File: config.mk
export PLATFORM = sky130hd
export DESIGN_NAME = data_req_master
export DESIGN_NICKNAME = d
export VERILOG_FILES = /design/src/rtl/data_req_pkg.sv /design/src/rtl/data_req_timer.sv /design/src/rtl/data_req_master.sv
export SDC_FILE = /design/constraint.sdc
export NUM_CORES = 1
export LEC_CHECK = 0
export ABC_CLOCK_PERIOD_IN_PS = 1900
export BUFFER_PORTS_ARGS = -buffer_cell sky130_fd_sc_hd__clkbuf_2
export CORE_MARGIN = 5
export CORE_UTILIZATION = 46
export DETAILED_ROUTE_END_ITERATION = 16
export MAX_ROUTING_LAYER = met4
export PLACE_DENSITY_LB_ADDON = 0.2
export SLEW_MARGIN = 0
export SYNTH_ARGS = -nofsm -noshare
export SYNTH_HDL_FRONTEND = slang
export SYNTH_SLANG_ARGS = --single-unit
File: constraint.sdc
create_clock -name clk_i -period 1.9 [get_ports clk_i]
set_clock_uncertainty 0.15 [all_clocks]
set_input_delay 0.095 -clock clk_i [delete_from_list [all_inputs] [get_ports clk_i]]
set_output_delay 0.095 -clock clk_i [all_outputs]
set_load 0.05 [all_outputs]
File: src/rtl/data_req_pkg.sv
// Shared types and default sizing for the data request master.
package data_req_pkg;
  localparam int DEF_ADDR_W  = 32;
  localparam int DEF_DATA_W  = 32;
  localparam int DEF_TIMEOUT = 255;

  typedef enum logic [1:0] {
    IDLE    = 2'd0,
    REQ     = 2'd1,
    WAIT_RV = 2'd2,
    RESP    = 2'd3
  } state_e;
endpackage

File: src/rtl/data_req_timer.sv
// Counts WAIT_RV cycles without a completion. It flags expiry on the cycle
// whose increment brings the count to TIMEOUT.
module data_req_timer
  import data_req_pkg::*;
#(
  parameter int TIMEOUT = DEF_TIMEOUT
) (
  input  logic clk_i,
  input  logic rst_i,
  input  logic clr,
  input  logic en,
  output logic expired
);
  localparam int CW = $clog2(TIMEOUT + 1);

  logic [CW-1:0] cnt;

  always_ff @(posedge clk_i) begin
    if (rst_i || clr)
      cnt <= '0;
    else if (en && cnt != CW'(TIMEOUT))
      cnt <= cnt + CW'(1);
  end

  assign expired = en && (cnt == CW'(TIMEOUT - 1));
endmodule

File: src/rtl/data_req_master.sv
// Single-outstanding request master: command in, one request/grant/rvalid
// exchange with the data responder, then one response with timeout flag.
module data_req_master
  import data_req_pkg::*;
#(
  parameter int ADDR_W  = DEF_ADDR_W,
  parameter int DATA_W  = DEF_DATA_W,
  parameter int TIMEOUT = DEF_TIMEOUT
) (
  input  logic                clk_i,
  input  logic                rst_i,
  input  logic                cmd_valid_i,
  output logic                cmd_ready_o,
  input  logic                cmd_we_i,
  input  logic [ADDR_W-1:0]   cmd_addr_i,
  input  logic [DATA_W-1:0]   cmd_wdata_i,
  input  logic [DATA_W/8-1:0] cmd_be_i,
  output logic                data_req_o,
  input  logic                data_gnt_i,
  output logic                data_we_o,
  output logic [ADDR_W-1:0]   data_addr_o,
  output logic [DATA_W-1:0]   data_wdata_o,
  output logic [DATA_W/8-1:0] data_be_o,
  input  logic                data_rvalid_i,
  input  logic [DATA_W-1:0]   data_rdata_i,
  output logic                rsp_valid_o,
  input  logic                rsp_ready_i,
  output logic [DATA_W-1:0]   rsp_rdata_o,
  output logic                rsp_err_o,
  output logic                proto_err_o
);
  state_e              state, state_d;
  logic                we_q;
  logic [ADDR_W-1:0]   addr_q;
  logic [DATA_W-1:0]   wdata_q;
  logic [DATA_W/8-1:0] be_q;
  logic [DATA_W-1:0]   rdata_q;
  logic                err_q;
  logic                proto_q;
  logic                tmr_clr, tmr_en, tmr_expired;
  logic                proto_hit;

  data_req_timer #(.TIMEOUT(TIMEOUT)) u_timer (
    .clk_i   (clk_i),
    .rst_i   (rst_i),
    .clr     (tmr_clr),
    .en      (tmr_en),
    .expired (tmr_expired)
  );

  always_comb begin
    state_d = state;
    tmr_clr = 1'b0;
    tmr_en  = 1'b0;
    unique case (state)
      IDLE:    if (cmd_valid_i) state_d = REQ;
      REQ:     if (data_gnt_i) begin
                 state_d = WAIT_RV;
                 tmr_clr = 1'b1;
               end
      WAIT_RV: if (data_rvalid_i) state_d = RESP;
               else begin
                 tmr_en = 1'b1;
                 if (tmr_expired) state_d = RESP;
               end
      RESP:    if (rsp_ready_i) state_d = IDLE;
      default: state_d = IDLE;
    endcase
    // Strobes arriving in the wrong phase (incl. rvalid after timeout) are flagged only.
    proto_hit = (data_rvalid_i && state != WAIT_RV) || (data_gnt_i && state != REQ);
  end

  always_ff @(posedge clk_i) begin
    if (rst_i) begin
      state   <= IDLE;
      we_q    <= 1'b0;
      addr_q  <= '0;
      wdata_q <= '0;
      be_q    <= '0;
      rdata_q <= '0;
      err_q   <= 1'b0;
      proto_q <= 1'b0;
    end else begin
      state <= state_d;
      if (proto_hit) proto_q <= 1'b1;
      if (state == IDLE && cmd_valid_i) begin
        we_q    <= cmd_we_i;
        addr_q  <= cmd_addr_i;
        wdata_q <= cmd_wdata_i;
        be_q    <= cmd_be_i;
      end
      if (state == WAIT_RV) begin
        if (data_rvalid_i) begin
          rdata_q <= we_q ? '0 : data_rdata_i;
          err_q   <= 1'b0;
        end else if (tmr_expired) begin
          rdata_q <= '0;
          err_q   <= 1'b1;
        end
      end
    end
  end

  assign cmd_ready_o  = (state == IDLE);
  assign data_req_o   = (state == REQ);
  assign data_we_o    = we_q;
  assign data_addr_o  = addr_q;
  assign data_wdata_o = wdata_q;
  assign data_be_o    = be_q;
  assign rsp_valid_o  = (state == RESP);
  assign rsp_rdata_o  = rdata_q;
  assign rsp_err_o    = err_q;
  assign proto_err_o  = proto_q;
endmodule
==> results of run 1 <==
==> area by class of cell <==
cell class / instances / area, um2
clock buffers: 19 / 432
repair buffers: 332 / 2270
multi-input cells: 360 / 1850
inverters: 11 / 41.3
clock inverters: 13 / 185
well taps: 111 / 139
fillers: 581 / 1980
flip-flops and latches: 113 / 2260
==> how the worst min path moves through the flow <==
stage                                    end  depth (start not counted)       startpoint  slack [ns]
2_1_floorplan         rsp_err_o$_SDFFE_PP0P_                          1    data_rvalid_i        0.05
3_3_place_gp    data_addr_o[18]$_SDFFE_PP0P_                          3   cmd_addr_i[18]        0.17
3_5_place_dp    data_addr_o[16]$_SDFFE_PP0P_                          3   cmd_addr_i[16]        0.17
4_1_cts        data_wdata_o[29]$_SDFFE_PP0P_                          4  cmd_wdata_i[29]        0.19
5_1_grt         data_addr_o[11]$_SDFFE_PP0P_                          4   cmd_addr_i[11]        0.21
6_report        data_addr_o[11]$_SDFFE_PP0P_                          4   cmd_addr_i[11]        0.22
==> synthesized netlist by cell type, types with 3 or more instances <==
master | count | area, um2
a21oi_1 | 76 | 380
mux2i_1 | 32 | 320
clkbuf_1 | 20 | 75.1
buf_2 | 3 | 15.0
inv_1 | 10 | 37.5
or3_1 | 3 | 18.8
ha_1 | 7 | 87.6
nand2_1 | 204 | 766
nand3_1 | 4 | 20.0
buf_6 | 4 | 45.0
o21ai_0 | 4 | 20.0
nand4_1 | 3 | 18.8
a211oi_1 | 3 | 22.5
nor2_1 | 4 | 15.0
dfxtp_1 | 113 | 2260
buf_1 | 6 | 22.5
==> through the flow <==
step / worst slack, ns / power (uW) / cell area (um2)
floorplan: 0.0183 / 5230 / 4290
global placement: 0.186 / 5950 / 5470
detailed placement: 0.0782 / 6030 / 5470
CTS: 0.0585 / 9480 / 7150
global route: 0.00513 / 9930 / 7180
finish: 0.0997 / 9510 / 7180
==> registers in the layout, summed over array words and instances (netlist names) <==
signal	cells
state	2
data_addr_o	32
data_we_o	1
data_wdata_o	32
rsp_err_o	1
rsp_rdata_o	32
proto_err_o	1
data_be_o	4
u_timer.cnt	8
==> cell families after synthesis <==
group,synth area share
compound gates,0.120
xor+xnor,0.00205
fa+ha+maj,0.0204
buf+inv,0.0464
flops,0.528
mux,0.0748
simple gates,0.208
==> worst max-delay path, stage by stage, from the launching register on <==
cell,delay (ns)
dfxtp_1,0.33
inv_1,0.13
ha_2,0.23
and2_2,0.16
buf_4,0.35
nand2_1,0.10
a21oi_1,0.23
==> where the power goes <==
part | leakage, uW | internal (uW) | switching [uW]
sequential | 0.000921 | 2720 | 208
clock | 0.000298 | 2170 | 1090
combinational | 0.00224 | 951 | 2380
==> per-layer routing <==
metal / share of wire / up-vias / GRT usage
met4: 0.029 / 0 / 0.112
met5: 0 / - / -
met2: 0.50 / 245 / 0.467
met3: 0.076 / 38 / 0.0698
met1: 0.39 / 2227 / 0.299
li1: - / 2332 / -
==> timing repair <==
item                                   CTS  global route
resized for setup                        0             1
setup buffers                            0             0
setup endpoints to repair                0             7
endpoints found under the hold margin  112             0
hold buffers                           106             0
==> metrics.md, run 1 <==
| Metric | Value |
|---|---|
| Outcome | completed |
| Num CTS Buffers | 17 |
| Synth-to-layout area growth | 67.6% |
| RR Endpoint | data_addr_o[10]$_SDFFE_PP0P_ |
| Setup TNS | 0 ns |
| Residual DRC count | 0 |
| Synth unique cells | 33 |
| Maximum number of pins on one net before global-route repair | between 40 and 50 |
| Synthesized instance count | 517 |
| Worst R2R Setup Slack | roughly 0.1 ns |
| GRT Total Usage | 0.271 |
| Hold Violations, Final | 0 |
| Clock transition at path regs | ~0.060 ns |
| Global placement routability congestion | 0.804 |
| CP Class | reg -> reg |
| I/O Buffers | 212 |
| Crit path from | state[1]$_SDFFE_PP0P_ |
| Util after Layout | 0.784 |
| Syn_area_per_cell | between 8 and 9 um2 |
| Maxcap violations | 0 |
| Crit. End Element | flip-flop |
| Longest Clk Path Bufs | 2 |
| Startpoint types | flip-flop |
| Setup violations, final | 0 |
| Maximum vdd drop | just over 0.8 mV |
| CTS tree | built |
| Worst hold slack | roughly 0.22 ns |
| Vias in the first global route | about 5000 |
| CORE AREA | between 9000 and 10000 um2 |
| #FFs+latches synth | 113 |
| Netlist area before placement | 4280 um2 |
| ANT cells | 0 |
| Post-route insts no fill | ~960 |
| DR iter-0 viols | between 300 and 400 |
| Yosys warning count | 0 |
| Pleak | between 0.003 and 0.004 uW |
| Share of the yosys chip area belonging to registers | 0.528 |
| Post-synth top flop | dfxtp_1 |
| Worst EP arrival | 2.05 ns |
| Die footprint | 11300 um2 |
| Placed wire-length estimate | ~8.8 mm |
| Die Wd | approximately 110 um |
| DR WL/cell | 15.7 um |
| Min-Delay Path Class | in -> reg |
| Global-route wire length before repair | 23.9 mm |
| Total Wirelength | roughly 15 mm |
| Critical Path End | data_addr_o[10]$_SDFFE_PP0P_ |
| CP Max Fanout | 38 |
| First-pass DRT Iterations | 5 |
| Final net count | between 900 and 1000 |
| Commonest cells after routing, fill and taps aside | clkbuf_2 (212), nand2_1 (203), dfxtp_1 (113) |
| R2R cell count | 6 |
| FFs w/ async S/R, synth | 0 |
| Initial antenna violation count | 0 |
| Period minus WS final | 1.80 ns |
| Fraction of layout cells with a size suffix above 1 | 0.313 |
| Root buffer cell | clkbuf_8 |
| Slew Viols, Final | 0 |
| Initial Utilization | 0.468 |
| Worst r2r src | state[1]$_SDFFE_PP0P_ |
| Die H | roughly 110 um |
| Worst Max-Slew Pin Slew | 0.438 ns |
| Detail Route Antenna Nets | 0 |
| Number of enable flip-flop cells after synthesis | 0 |
| Fin crit share | 0.948 |
| # clock sinks | about 110 |
| Row Count | 35 |
| Via-to-Cell Ratio | slightly above 5 |
| Placed cell count | 820 |
| Pwr Density | roughly 1300 nW/um2 |
| Remaining global-route overflow | 0 |
| Critical path required time | 2.15 ns |
| Routed vias | about 4800 |
| Syn Nets | roughly 630 |
| RSZ-0062 raised after global routing | no |
| Total number of H-tree levels | 4 |
| FMAX | ~560 MHz |
| Relative slew slack | 0.708 |
| Worst-Skew Late Latency | 0.49 ns |
| Commonest non-fill, non-tap cell in the layout | clkbuf_2 |
| # IOs | between 200 and 250 |
Power figures use the tool's default switching activity.
==> run 2, diff against run 1 <==
--- a/config.mk
+++ b/config.mk
@@ -7,8 +7,10 @@
 export LEC_CHECK = 0
 export ABC_CLOCK_PERIOD_IN_PS = 1900
 export BUFFER_PORTS_ARGS = -buffer_cell sky130_fd_sc_hd__clkbuf_2
+export CELL_PAD_IN_SITES_DETAIL_PLACEMENT = 0
+export CELL_PAD_IN_SITES_GLOBAL_PLACEMENT = 1
 export CORE_MARGIN = 5
-export CORE_UTILIZATION = 46
+export CORE_UTILIZATION = 32
 export DETAILED_ROUTE_END_ITERATION = 16
 export MAX_ROUTING_LAYER = met4
 export PLACE_DENSITY_LB_ADDON = 0.2
==> run 2 against run 1 <==
Against the previous run: sequential power hardly changed; count of clock-buffer cells in the layout rose by 7; critical path depth unchanged; via count decreased by 4.8%; sequential cell count unchanged; routed wire length is 7.6% lower; maximum frequency is 2.0% lower; setup slack lost 0.038 ns; sequential share of layout area hardly changed; core utilization fell by 24 points; combinational power about the same; hold slack got worse by 0.14 ns; largest cell class is now flip-flops and latches; largest power group unchanged.
==> metrics.md, run 2 (synthesis results as in run 1) <==
| Metric | Value |
|---|---|
| Outcome | completed |
| Synth-to-layout area growth | 67.5% |
| Internal | between 5000 and 6000 uW |
| Maximum number of pins on one net before global-route repair | 70 |
| Setup violations, final | 0 |
| Worst r2r src | state[1]$_SDFFE_PP0P_ |
| Maximum vdd drop | roughly 0.9 mV |
| Die Wd | 126 um |
| Residual DRC count | 0 |
| Crit. End Element | flip-flop |
| Slowest stage delay, CP | approximately 0.41 ns |
| Longest Clk Path Bufs | 2 |
| Clock share of power | 0.318 |
| Commonest cells after routing, fill and taps aside | clkbuf_2 (212), nand2_1 (203), dfxtp_1 (112) |
| Critical path required time | ~2.1 ns |
| Fraction of layout cells with a size suffix above 1 | 0.308 |
| Worst hold slack | roughly 0.076 ns |
| Worst EP arrival | between 1.5 and 2 ns |
| Num CTS Buffers | 17 |
| Seq pwr share | 0.318 |
| Initial Utilization | 0.325 |
| R2R cell count | 6 |
| Routed vias | 4609 |
| Period minus WS final | about 1.8 ns |
| I/O Buffers | between 200 and 250 |
| DR iter-0 viols | between 150 and 200 |
| FMAX | 544 MHz |
| Total Wirelength | about 14 mm |
| Hold Crit Depth | 4 |
| Maxcap violations | 0 |
| Pwr Density | between 1000 and 1500 nW/um2 |
| Clock transition at path regs | around 0.050 ns |
| Relative slew slack | 0.714 |
| CTS tree | built |
| Placed cell count | around 900 |
| Final net count | around 950 |
| Vias in the first global route | ~4800 |
| Placed wire-length estimate | 9.24 mm |
| Hold Violations, Final | 0 |
| Row Count | 42 |
| Hold_sp | cmd_valid_i |
| Remaining global-route overflow | 0 |
| Worst Max-Slew Pin Slew | about 0.43 ns |
| # IOs | between 200 and 250 |
| Global-route wire length before repair | 23.1 mm |
| Fin crit share | 0.967 |
| Util after Layout | 0.544 |
| Initial antenna violation count | 0 |
| Buf/Inv on CP | 2 |
| Fill cells | around 1200 |
| CORE AREA | roughly 13000 um2 |
| Worst-Skew Late Latency | about 0.4 ns |
| Worst path cell trace | inv_1 > ha_2 > a222oi_1 > buf_4 > a211oi_1 > a41o_1 |
| CP Class | reg -> reg |
| Min-Delay Path Class | in -> reg |
| Die footprint | ~16000 um2 |
| # clock sinks | 113 |
| Setup slack after layout | between 0.06 and 0.07 ns |
| DR WL/cell | between 10 and 15 um |
| ANT cells | 0 |
| Critical path's slowest cell | a222oi_1 |
| Finished layout cell area | around 7200 um2 |
| Commonest non-fill, non-tap cell in the layout | clkbuf_2 |
| Die H | approximately 130 um |
| Detail Route Antenna Nets | 0 |
| Slew Viols, Final | 0 |
| Logic gate share of total power | 0.364 |
| Worst R2R Setup Slack | 0.06 ns |
| Switching Power | around 3600 uW |
| RR Endpoint | state[1]$_SDFFE_PP0P_ |
| Hold endpoint | data_addr_o[28]$_SDFFE_PP0P_ |
| Post-route insts no fill | roughly 1000 |
| Root buffer cell | clkbuf_16 |
| Total number of H-tree levels | 4 |
| Global placement routability congestion | between 0.7 and 0.8 |
| Delay-heaviest family, CP | compound AO/OA/AOI/OAI gates |
| Dpl cell area | 5550 um2 |
| Via-to-Cell Ratio | about 4.5 |
| Pre-CTS setup slack | around 0.033 ns |
| Pleak | 0.00342 uW |
| Switching share of power | 0.390 |
| First-pass DRT Iterations | 4 |
| Startpoint types | flip-flop |
| CP Max Fanout | 4 |
| GRT Total Usage | 0.184 |
-- run 2: changes by cell type in the layout (fill, tap and decap cells not counted), sizes merged --
cell / before / now
buf: 13 / 12
clkbuf: 232 / 239
clkinvlp: 2 / 0
dlygate4sd3: 106 / 104
inv: 11 / 10
bufinv: 4 / 1
clkinv: 7 / 6
-- run 2: metal layers --
layer  up-vias  wire length (um)  part of all wire  global-route usage
met5         -                 0                 0                   -
met4         0               374             0.027              0.0816
met3        29              1060             0.076              0.0656
met2       177              6620              0.48               0.286
met1      2082              5870              0.42               0.214
li1       2321                 -                 -                   -
-- run 2: worst max path at each step --
| stage | startpoint | to | slack (ns) | cells after the start |
|---|---|---|---|---|
| 2_1_floorplan | state[1]$_SDFFE_PP0P_ | data_wdata_o[19]$_SDFFE_PP0P_ | 0.02 | 8 |
| 3_3_place_gp | u_timer.cnt[1]$_SDFFE_PP0P_ | u_timer.cnt[7]$_SDFFE_PP0P_ | 0.16 | 5 |
| 3_5_place_dp | u_timer.cnt[1]$_SDFFE_PP0P_ | u_timer.cnt[5]$_SDFFE_PP0P_ | 0.03 | 5 |
| 4_1_cts | u_timer.cnt[1]$_SDFFE_PP0P_ | u_timer.cnt[5]$_SDFFE_PP0P_ | 0.02 | 5 |
| 5_1_grt | u_timer.cnt[1]$_SDFFE_PP0P_ | state[0]$_SDFFE_PP0P_ | -0.11 | 5 |
| 6_report | state[1]$_SDFFE_PP0P_ | state[1]$_SDFFE_PP0P_ | 0.06 | 6 |
-- run 2: per-stage QoR --
stage / power, uW / TNS, ns
2_1_floorplan: 5230 / 0
3_3_place_gp: 6020 / 0
3_5_place_dp: 6080 / 0
4_1_cts: 9210 / 0
5_1_grt: 9660 / -0.109
6_report: 9150 / 0
-- run 2: tightest hold or removal path, stage by stage --
cell	delay (ns)
clkbuf_2	0.10
and2_2	0.25
nand2_1	0.08
a21oi_1	0.05
-- run 2: layout make-up --
class,instances,area (um2),share of cell area
clock buffer,26,489,0.0682
clock inverter,6,55.1,0.00768
inverter,11,41.3,0.00576
multi-input combinational,360,1850,0.258
sequential,113,2260,0.316
tap,176,220,0.0307
timing repair buffer,329,2250,0.314
-- run 2: power groups by stage --
| stage | Sequential, uW | Combinational, uW | Clock (uW) |
|---|---|---|---|
| 2_1_floorplan | 4030 | 1200 | 0 |
| 3_5_place_dp | 2950 | 3120 | 0 |
| 3_3_place_gp | 2940 | 3080 | 0 |
| 4_1_cts | 2910 | 3300 | 3010 |
| 6_report | 2910 | 3330 | 2910 |
| 5_1_grt | 2960 | 3570 | 3140 |
-- run 2: repair_timing --
action | in CTS | in global routing
endpoints found under the hold margin | 105 | 0
resized for setup | 0 | 2
endpoints found under the setup margin | 0 | 12
hold buffers | 104 | 0
setup buffers | 0 | 1
==> run 3, diff against run 2 <==
--- a/config.mk
+++ b/config.mk
@@ -10,7 +10,8 @@
 export CELL_PAD_IN_SITES_DETAIL_PLACEMENT = 0
 export CELL_PAD_IN_SITES_GLOBAL_PLACEMENT = 1
 export CORE_MARGIN = 5
-export CORE_UTILIZATION = 32
+export CORE_UTILIZATION = 33
+export CTS_BUF_LIST = sky130_fd_sc_hd__clkbuf_8
 export DETAILED_ROUTE_END_ITERATION = 16
 export MAX_ROUTING_LAYER = met4
 export PLACE_DENSITY_LB_ADDON = 0.2
==> run 3 against run 2 <==
Against the previous run: setup slack improved by 0.028 ns; maximum frequency increased by 1.5%; via count up 0.35%; clock power fell by 21%; final area is 2.0% lower; sequential share of layout area rose by 0.66 points; register-to-register slack improved by 0.03 ns; power shrank 7.2%; sequential power about the same; die area decreased by 2.8%; hold slack got worse by 0.064 ns; non-clock buffer count is 2 lower; critical path type unchanged; largest power group unchanged.
==> metrics.md, run 3 (synthesis results as in run 1) <==
| Metric | Value |
|---|---|
| Die Wd | 124 um |
| Total number of H-tree levels | 4 |
| GRT Total Usage | 0.185 |
| Min-Delay Path Class | in -> reg |
| Detail Route Antenna Nets | 0 |
| Setup violations, final | 0 |
| Final net count | ~940 |
| Commonest non-fill, non-tap cell in the layout | clkbuf_2 |
| Worst Max-Slew Pin Slew | ~0.42 ns |
| Maximum vdd drop | just under 0.9 mV |
| Pleak | roughly 0.0034 uW |
| Via-to-Cell Ratio | about 4.6 |
| Fin crit share | 0.953 |
| Total Wirelength | 14.0 mm |
| CP Class | reg -> reg |
| Crit. End Element | flip-flop |
| Commonest cells after routing, fill and taps aside | clkbuf_2 (212), nand2_1 (203), dfxtp_1 (112) |
| # IOs | around 210 |
| Row Count | about 40 |
| Maximum number of pins on one net before global-route repair | 73 |
| DR WL/cell | 13.8 um |
| Worst hold slack | 0.0123 ns |
| Hold Violations, Final | 0 |
| Dpl cell area | around 5500 um2 |
| Startpoint types | flip-flop |
| ANT cells | 0 |
| CTS tree | built |
| Initial antenna violation count | 0 |
| Placed wire-length estimate | 8.88 mm |
| Synth-to-layout area growth | 64.0% |
| Critical path's slowest cell | dfxtp_1 |
| Fraction of layout cells with a size suffix above 1 | 0.307 |
| Remaining global-route overflow | 0 |
| Critical path required time | 2.09 ns |
| DR iter-0 viols | ~230 |
| CP Max Fanout | 4 |
| Worst EP arrival | 2.00 ns |
| Setup TNS | 0 ns |
| Routed vias | 4625 |
| Clock transition at path regs | ~0.07 ns |
| Worst-Skew Late Latency | 0.44 ns |
| Die footprint | 15400 um2 |
| Pwr Density | 1210 nW/um2 |
| Longest Clk Path Bufs | 2 |
| Die H | 124 um |
| FMAX | 552 MHz |
| Num CTS Buffers | 17 |
| Slew Viols, Final | 0 |
| Maxcap violations | 0 |
| Worst R2R Setup Slack | approximately 0.09 ns |
| Initial Utilization | 0.338 |
| Slowest stage delay, CP | roughly 0.38 ns |
| First-pass DRT Iterations | 6 |
| Residual DRC count | 0 |
| Period minus WS final | between 1.5 and 2 ns |
| Worst path cell trace | inv_1 > ha_2 > a222oi_1 > buf_4 > a21oi_1 > a311oi_1 |
| I/O Buffers | about 210 |
| CORE AREA | 12700 um2 |
| Vias in the first global route | approximately 4600 |
| Global placement routability congestion | about 0.76 |
| Finished layout cell area | roughly 7000 um2 |
| Root buffer cell | clkbuf_8 |
| Outcome | completed |
| # clock sinks | around 110 |
| Relative slew slack | 0.719 |
| Global-route wire length before repair | around 22 mm |
run 3: changes by cell type in the layout (fill, tap and decap cells not counted):
cell       change
clkbuf_8      +20
clkbuf_16     -17
clkbuf_1       -6
inv_1          +5
buf_4          -3
clkinv_2       -3
buf_12         +1
bufinv_16      +1
run 3: worst max-delay path, delay by kind of cell (launching register included):
| family | cells | cell delay [ns] |
|---|---|---|
| buffers and inverters | 2 | 0.30 |
| flip-flops | 1 | 0.38 |
| adder cells (fa/ha/maj) | 1 | 0.21 |
| AO/OA/AOI/OAI | 3 | 0.68 |
run 3: through the flow:
step	cells	total power [uW]	setup WS (ns)	utilization
floorplan	517	5230	0.0183	-
global route	1015	8970	-0.00128	0.554
global placement	876	5980	0.151	0.437
CTS	1012	8520	0.0380	0.551
finish	1015	8500	0.0898	0.554
detailed placement	876	6030	0.0485	0.437
run 3: what timing repair did:
action	CTS	global route
endpoints found under the hold margin	105	0
hold buffers	104	0
buffers inserted	0	2
endpoints found under the setup margin	0	12
gates resized for setup	0	2
run 3: cell type report:
| class | instances | area (um2) |
|---|---|---|
| Sequential cell | 113 | 2260 |
| Clock buffer | 23 | 317 |
| Inverter | 11 | 41.3 |
| Fill cell | 1184 | 5650 |
| Multi-Input combinational cell | 360 | 1850 |
| Clock inverter | 9 | 88.8 |
| Timing Repair Buffer | 327 | 2250 |
| Tap cell | 172 | 215 |
run 3: final timing paths:
kind / startpoint / end / depth (start not counted)
worst max-delay path: state[1]$_SDFFE_PP0P_ / state[0]$_SDFFE_PP0P_ / 6
worst min-delay path: rsp_ready_i / state[1]$_SDFFE_PP0P_ / 4
worst max register to register: state[1]$_SDFFE_PP0P_ / state[0]$_SDFFE_PP0P_ / 6
worst min register to register: data_wdata_o[29]$_SDFFE_PP0P_ / data_wdata_o[29]$_SDFFE_PP0P_ / 2
run 3: report_power, final:
part	total, uW	internal, uW	switching, uW
clock network	2290	1350	945
registers	2910	2720	190
logic	3300	966	2330
run 3: routing by layer:
| layer | routed length, um | part of all wire | track usage |
|---|---|---|---|
| met1 | 5950 | 0.42 | 0.212 |
| met2 | 6710 | 0.48 | 0.290 |
| met3 | 1060 | 0.075 | 0.0713 |
| met4 | 318 | 0.023 | 0.0753 |
| met5 | 0 | 0 | - |
